File: src/rtl/sensor_conditioner.sv
// Front end for the two-road traffic-light FSM: per-road synchronize/debounce with
// rising-edge pulses, plus the free-running one-cycle tick that paces the FSM.

module sc_channel #(
  parameter int unsigned DB_CYCLES = 1000000
) (
  input  logic clk,
  input  logic reset,
  input  logic raw_i,
  output logic level_o,
  output logic rise_o
);

  localparam int unsigned CW = (DB_CYCLES > 1) ? $clog2(DB_CYCLES) : 1;
  localparam logic [CW-1:0] CNT_LAST = CW'(DB_CYCLES - 1);

  logic [1:0]    sync_q;
  logic          s_sync;
  logic [CW-1:0] cnt_q, cnt_d;
  logic          level_q, level_d;
  logic          rise_q, rise_d;

  assign s_sync = sync_q[1];

  always_comb begin
    // NOTE: every always_comb output gets a default first so no path can infer a latch.
    cnt_d   = cnt_q;
    level_d = level_q;
    if (s_sync == level_q) begin
      cnt_d = '0;
    end else if (cnt_q == CNT_LAST) begin
      level_d = s_sync;
      cnt_d   = '0;
    end else begin
      cnt_d = cnt_q + 1'b1;
    end
    // Registered alongside the level so the pulse lines up with the first cycle it reads 1.
    rise_d = level_d & ~level_q;
  end

  always_ff @(posedge clk or posedge reset) begin
    if (reset) begin
      sync_q  <= '0;
      cnt_q   <= '0;
      level_q <= 1'b0;
      rise_q  <= 1'b0;
    end else begin
      // NOTE: non-blocking assignments so every flop samples pre-edge values.
      sync_q  <= {sync_q[0], raw_i};
      cnt_q   <= cnt_d;
      level_q <= level_d;
      rise_q  <= rise_d;
    end
  end

  assign level_o = level_q;
  assign rise_o  = rise_q;

endmodule

module sc_tick #(
  parameter int unsigned TICK_PERIOD = 100000000
) (
  input  logic clk,
  input  logic reset,
  output logic tick_o
);

  localparam int unsigned TW = (TICK_PERIOD > 1) ? $clog2(TICK_PERIOD) : 1;
  localparam logic [TW-1:0] TCNT_LAST = TW'(TICK_PERIOD - 1);

  logic [TW-1:0] tcnt_q, tcnt_d;
  logic          tick_q, tick_d;

  always_comb begin
    tcnt_d = tcnt_q + 1'b1;
    tick_d = 1'b0;
    if (tcnt_q == TCNT_LAST) begin
      tcnt_d = '0;
      tick_d = 1'b1;
    end
  end

  always_ff @(posedge clk or posedge reset) begin
    if (reset) begin
      tcnt_q <= '0;
      tick_q <= 1'b0;
    end else begin
      tcnt_q <= tcnt_d;
      tick_q <= tick_d;
    end
  end

  assign tick_o = tick_q;

endmodule

module sensor_conditioner #(
  parameter int unsigned DB_CYCLES   = 1000000,
  parameter int unsigned TICK_PERIOD = 100000000
) (
  input  logic clk,
  input  logic reset,
  input  logic sa_raw,
  input  logic sb_raw,
  output logic sa,
  output logic sb,
  output logic sa_rise,
  output logic sb_rise,
  output logic tick
);

  sc_channel #(.DB_CYCLES(DB_CYCLES)) u_chan_a (
    .clk     (clk),
    .reset   (reset),
    .raw_i   (sa_raw),
    .level_o (sa),
    .rise_o  (sa_rise)
  );

  sc_channel #(.DB_CYCLES(DB_CYCLES)) u_chan_b (
    .clk     (clk),
    .reset   (reset),
    .raw_i   (sb_raw),
    .level_o (sb),
    .rise_o  (sb_rise)
  );

  sc_tick #(.TICK_PERIOD(TICK_PERIOD)) u_tick (
    .clk    (clk),
    .reset  (reset),
    .tick_o (tick)
  );

endmodule
File: config.mk
export PLATFORM = sky130hd
export DESIGN_NAME = sensor_conditioner
export DESIGN_NICKNAME = d
export VERILOG_FILES = /design/src/rtl/sensor_conditioner.sv
export SDC_FILE = /design/constraint.sdc
export NUM_CORES = 1
export LEC_CHECK = 0
export CAP_MARGIN = 15
export CORE_AREA = 4 4 87 89
export CTS_BUF_LIST = sky130_fd_sc_hd__clkbuf_4
export CTS_CLUSTER_SIZE = 40
export DETAILED_ROUTE_END_ITERATION = 12
export DIE_AREA = 0 0 91 93
export PLACE_DENSITY = 0.73
export SLEW_MARGIN = 20
export SYNTH_ARGS = -nofsm -noshare
export SYNTH_HDL_FRONTEND = slang
export SYNTH_SLANG_ARGS = --single-unit
File: constraint.sdc
create_clock -name clk -period 5.27 [get_ports clk]
set_input_delay 1.581 -clock clk [delete_from_list [all_inputs] [get_ports clk]]
set_output_delay 1.581 -clock clk [all_outputs]
set_load 0.05 [all_outputs]
# After elaboration in Yosys (flattened, before gate mapping)
# Index checks and enable logic that the tools add are counted.
[word_totals] ff_bits=76
[op_classes] eq_ne=5 mux=10 bitwise=4 n_addsub=3
[op_table] cell="$mux 20" count=4
[op_table] cell="$add 20x1->20 const B" count=2
[op_table] cell="$eq 20x20->1 const B" count=2
[op_table] cell="$add 27x1->27 const B" count=1
[op_table] cell="$eq 27x27->1 const B" count=1
[op_table] cell="$mux 27" count=1
[op_table] cell="$mux 1" count=5
[op_table] cell="$and 1x1->1" count=2
[op_table] cell="$eq 1x1->1" count=2
[op_table] cell="$not 1->1" count=2

# Depth between registers and ports, before layout
[logic_depth] ltp_word=4 ltp_mapped=6 ltp_nobuf=5

# Modules after synthesis
# A second synthesis with hierarchy kept.
[hier_totals] hier_cells=356 area_unflattened_um2=3788.6
[modules_own_cells] module="sc_channel" cells_each=108 area_each_um2=1188.6 instances=2 seq_area_each_um2=600.6
[modules_own_cells] module="sc_tick" cells_each=140 area_each_um2=1411.4 instances=1 seq_area_each_um2=700.7

# Worst setup path after synthesis
# OpenSTA, ideal clock, no wires.
[synth_timing] path_kind="register to output" from="register u_chan_b.level_q (netlist: u_chan_b.level_o)" to="output port sb" arrival_ps=634 path_stages_with_launch=1 setup_slack_ps=3055 path_buffers=0 cell_sequence="dfrtp_1"
[synth_lines] element="start, declared" line_no="20" source="logic level_q, level_d;"
[synth_lines] element="start signal, assigned" line_no="51" source="level_q <= level_d;"
[synth_lines] element="end, declared" line_no="107" source="output logic sb,"
# No word-level cell between the ends.

# Final worst setup path
[layout_timing] from="register u_chan_b.level_q (netlist: u_chan_b.level_o)" to="output port sb"
# No word-level cell between the ends.

==> run summary <==
The flow ran to the end, and the final reports show no timing, DRC or antenna violations. By area the synthesized netlist is led by dfrtp_1 52%, xor2_1 4.6%, nand3_1 3.9%. The data arrival time of the critical path came out at 1.66 ns.

The floorplan step defined a die boundary enclosing 8460 um2. The area of the core came out at 6760 um2. The startpoint-to-endpoint class of the critical path is flip-flop to output pin. The final cell count without fillers is 458. The via count of the routed design came out at 2706.

The biggest cell delay along the critical path came out at 0.82 ns. The first TritonRoute pass finished after 4 iterations. The number of nets in the synthesized netlist is 367. The number of global-route vias before repair was 2667. The clock tree from TritonCTS is yes. The initial antenna violation count came out at 0.

The number of core rows is 30. The count of synthesis-stage warnings from yosys came out at 0. The portion of total power attributed to the clock network came out at 39.1%. The top fanout value on the critical path is 4. On the critical path, the stage with the largest delay is an instance of clkdlybuf4s50_1. The slack of the critical path is 2.03 ns. For this run, the total global-route usage over all layers was measured as 17.8%. Of the total power, the share spent switching nets is 22.5%. The cell-internal power is 0.790 mW. The last weighted congestion value of the routability-driven placer is 0.840.

The count of distinct cell types in the synthesized netlist is 34. The routed via count divided by cell count is 5.91. The required time reported for the critical path endpoint came out at 3.69 ns. In this run the number of H-tree levels came out at 3.

The instance area after placement is 3790 um2. After the first detailed-routing iteration, the DRC count stood at 167. The worst clock skew on the final layout is 0.0149 ns. The post-route setup TNS came out at 0 ns. The finished cells cover 3940 um2.

The number of hold-repair buffers added at the cts stage came out at 0. The buffer and inverter count on the worst path is 1. The count of cells resized by post-cts repair came out at 0. The pin count of the biggest net entering global routing came out at 77. The remaining routing DRC violations is 0.

The combinational cell fraction of total power came out at 2.7%. The I/O pin total is 9. The maximum achievable frequency came out at 309 MHz. The clock root buffer is clkbuf_4. The worst slack at placement came out at 2.37 ns. The die boundary width is 91 um. The tightest hold path in the finished design has a slack of 0.366 ns. The clock slew seen by the registers of the worst setup and hold paths came out at 0.12 ns. VDD sags by at most 0.156 mV. The area growth from synthesis to layout is 8.77%. The net total in the final layout came out at 380.

The hold violation count in the final report is 0. The count of antenna-violating nets left after detailed routing came out at 0. The share of flip-flops with an asynchronous set or reset came out at 100%. The cell accounting for the most synthesized area is dfrtp_1. In this run the deepest clock path goes through 2 buffers. The number of antenna diodes in the final layout is 0. The portion of the post-synthesis area used by sequential elements is 52.5%.

The share of cells above drive strength 1 came out at 7.41%. The tree built by TritonCTS fans out to 76 sinks. The average size of a mapped cell came out at 10.1 um2. The max-slew violation total from the final report came out at 0.

The actual slew at the worst max-slew pin is 0.944 ns. The routed length per placed instance came out at 14.8 um. For this design the total switching power over the nets is 0.229 mW. Walking the worst path, the cells encountered are clkdlybuf4s50_1. STA classifies the critical path startpoint as a flip-flop. Grouping stages by cell kind, the critical path spends the most delay in buffers and inverters. Registers are responsible for 58.2% of the overall power. The number of max-cap violations is 0. The cell area power density is 259 nW/um2. In this run the tool buffered the top-level ports with 8 buffer cells. The detailed placement HPWL is 4580 um. The share of the synthesized area in the top cell type is 52.5%. The share of the clock period used by the worst path is 61.5%. The total standard cell area after synthesis is 3620 um2.

The library cell used most frequently in the layout, excluding fill and tap cells, is dfrtp_1. The post-detailed-routing wire length is 6760 um. In this run, CTS created clock tree buffers numbering 9.

The kind of capture point of the worst setup path is an output pin. Subtracting the final worst setup slack from the clock period gives 3.24 ns. Synthesis inferred 76 register bits. Setup repair after global routing left no endpoint under its margin. The total of endpoints with negative setup slack in the final report came out at 0. The initial standard-cell utilization of the core is 53.6%. The number of enable-type register cells in the synthesized netlist is 0. The number of placed instances, taps included, is 442. The post-CTS repair timing setup buffer count is 0. The commonest register cell after synthesis is dfrtp_1.

The first-pass GRT wire length came out at 12200 um. The worst slew slack as a fraction of its limit came out at 37.0%. Leaving out fill and tap cells, the most frequent cells in the layout are 76 x dfrtp_1, 31 x nor2_1, 28 x nand3_1.

The path class of the tightest hold or removal check is flip-flop to flip-flop. Synthesis produced 360 cells. The leakage power figure came out at 1.60 nW. Measured along the y axis, the die boundary spans 93 um. The insertion delay of the later-clocked pin in the worst-skew pair came out at 0.43 ns.

The global route total overflow came out at 0.
-- layer usage --
layer	up-vias	part of all wire (%)	track usage, %	wire length [um]
li1	1348	-	-	-
met1	1306	48	24.1	3220
met2	43	47	27.7	3150
met3	9	4.0	4.34	272
met4	0	1.7	7.04	114
met5	-	0	0	0
-- cell usage after synthesis, types with 5 or more instances --
master    instances
o21ai_0          13
nand2_1          25
nor4_1            6
and4_1            5
or3_1            10
nand3_1          28
and3_1            6
xnor2_1          16
xor2_1           19
nor2_1           31
nor3_1           11
o31ai_1          14
a21oi_1          26
nand4_1          14
dfrtp_1          76
clkbuf_1          5
inv_1             9
or4_1            16
-- kinds of logic after synthesis --
family | share of synthesized area (%)
adder cells (fa/ha/maj) | 1.04
multiplexers | 0.898
flip-flops | 52.5
AND/OR/NAND/NOR | 25.9
AO/OA/AOI/OAI | 9.25
XOR/XNOR | 8.46
buffers and inverters | 2.00
-- power groups by stage --
stage               Sequential [mW]  Clock [mW]  Combinational [mW]
global route                  0.595       0.433              0.0319
CTS                           0.594       0.403              0.0284
floorplan                     0.604           0              0.0195
detailed placement            0.605           0              0.0283
finish                        0.594       0.398              0.0271
global placement              0.605           0              0.0280
-- stage by stage --
| stage | power, mW | utilization (%) |
|---|---|---|
| 6_report | 1.02 | 58.3 |
| 5_1_grt | 1.06 | 58.3 |
| 4_1_cts | 1.02 | 58.3 |
| 3_5_place_dp | 0.633 | 56.1 |
| 3_3_place_gp | 0.633 | 56.1 |
| 2_1_floorplan | 0.623 | - |
-- final timing paths --
path / startpoint / endpoint / slack, ns / cells past startpoint
min in group asynchronous: reset / u_chan_a.cnt_q[18] / 1.74 / 3
hold reg to reg: u_chan_a.sync_q[0] / u_chan_a.sync_q[1] / 0.37 / 0
setup / recovery: u_chan_b.level_o / sb / 2.03 / 1
hold / removal: u_chan_a.sync_q[0] / u_chan_a.sync_q[1] / 0.37 / 0
max in group asynchronous: reset / u_tick.tcnt_q[26] / 2.90 / 3
setup reg to reg: u_chan_a.cnt_q[16] / u_chan_a.cnt_q[8] / 3.07 / 4
-- flip-flops by register name (all words and copies together) (netlist names) --
signal and count:
u_tick.tcnt_q 27, u_chan_a.cnt_q 20, u_chan_b.cnt_q 20, u_chan_a.sync_q 2, u_chan_b.sync_q 2, u_chan_a.level_o 1, u_chan_a.rise_o 1, u_chan_b.level_o 1
u_chan_b.rise_o 1, u_tick.tick_o 1
-- area by class of cell --
| type | count | area, um2 |
|---|---|---|
| Clock buffer | 10 | 75.1 |
| Tap cell | 80 | 100 |
| Clock inverter | 6 | 78.8 |
| Timing Repair Buffer | 11 | 103 |
| Sequential cell | 76 | 1900 |
| Fill cell | 591 | 2820 |
| Multi-Input combinational cell | 266 | 1650 |
| Inverter | 9 | 33.8 |
No activity file was read; power rests on OpenSTA's default activity.
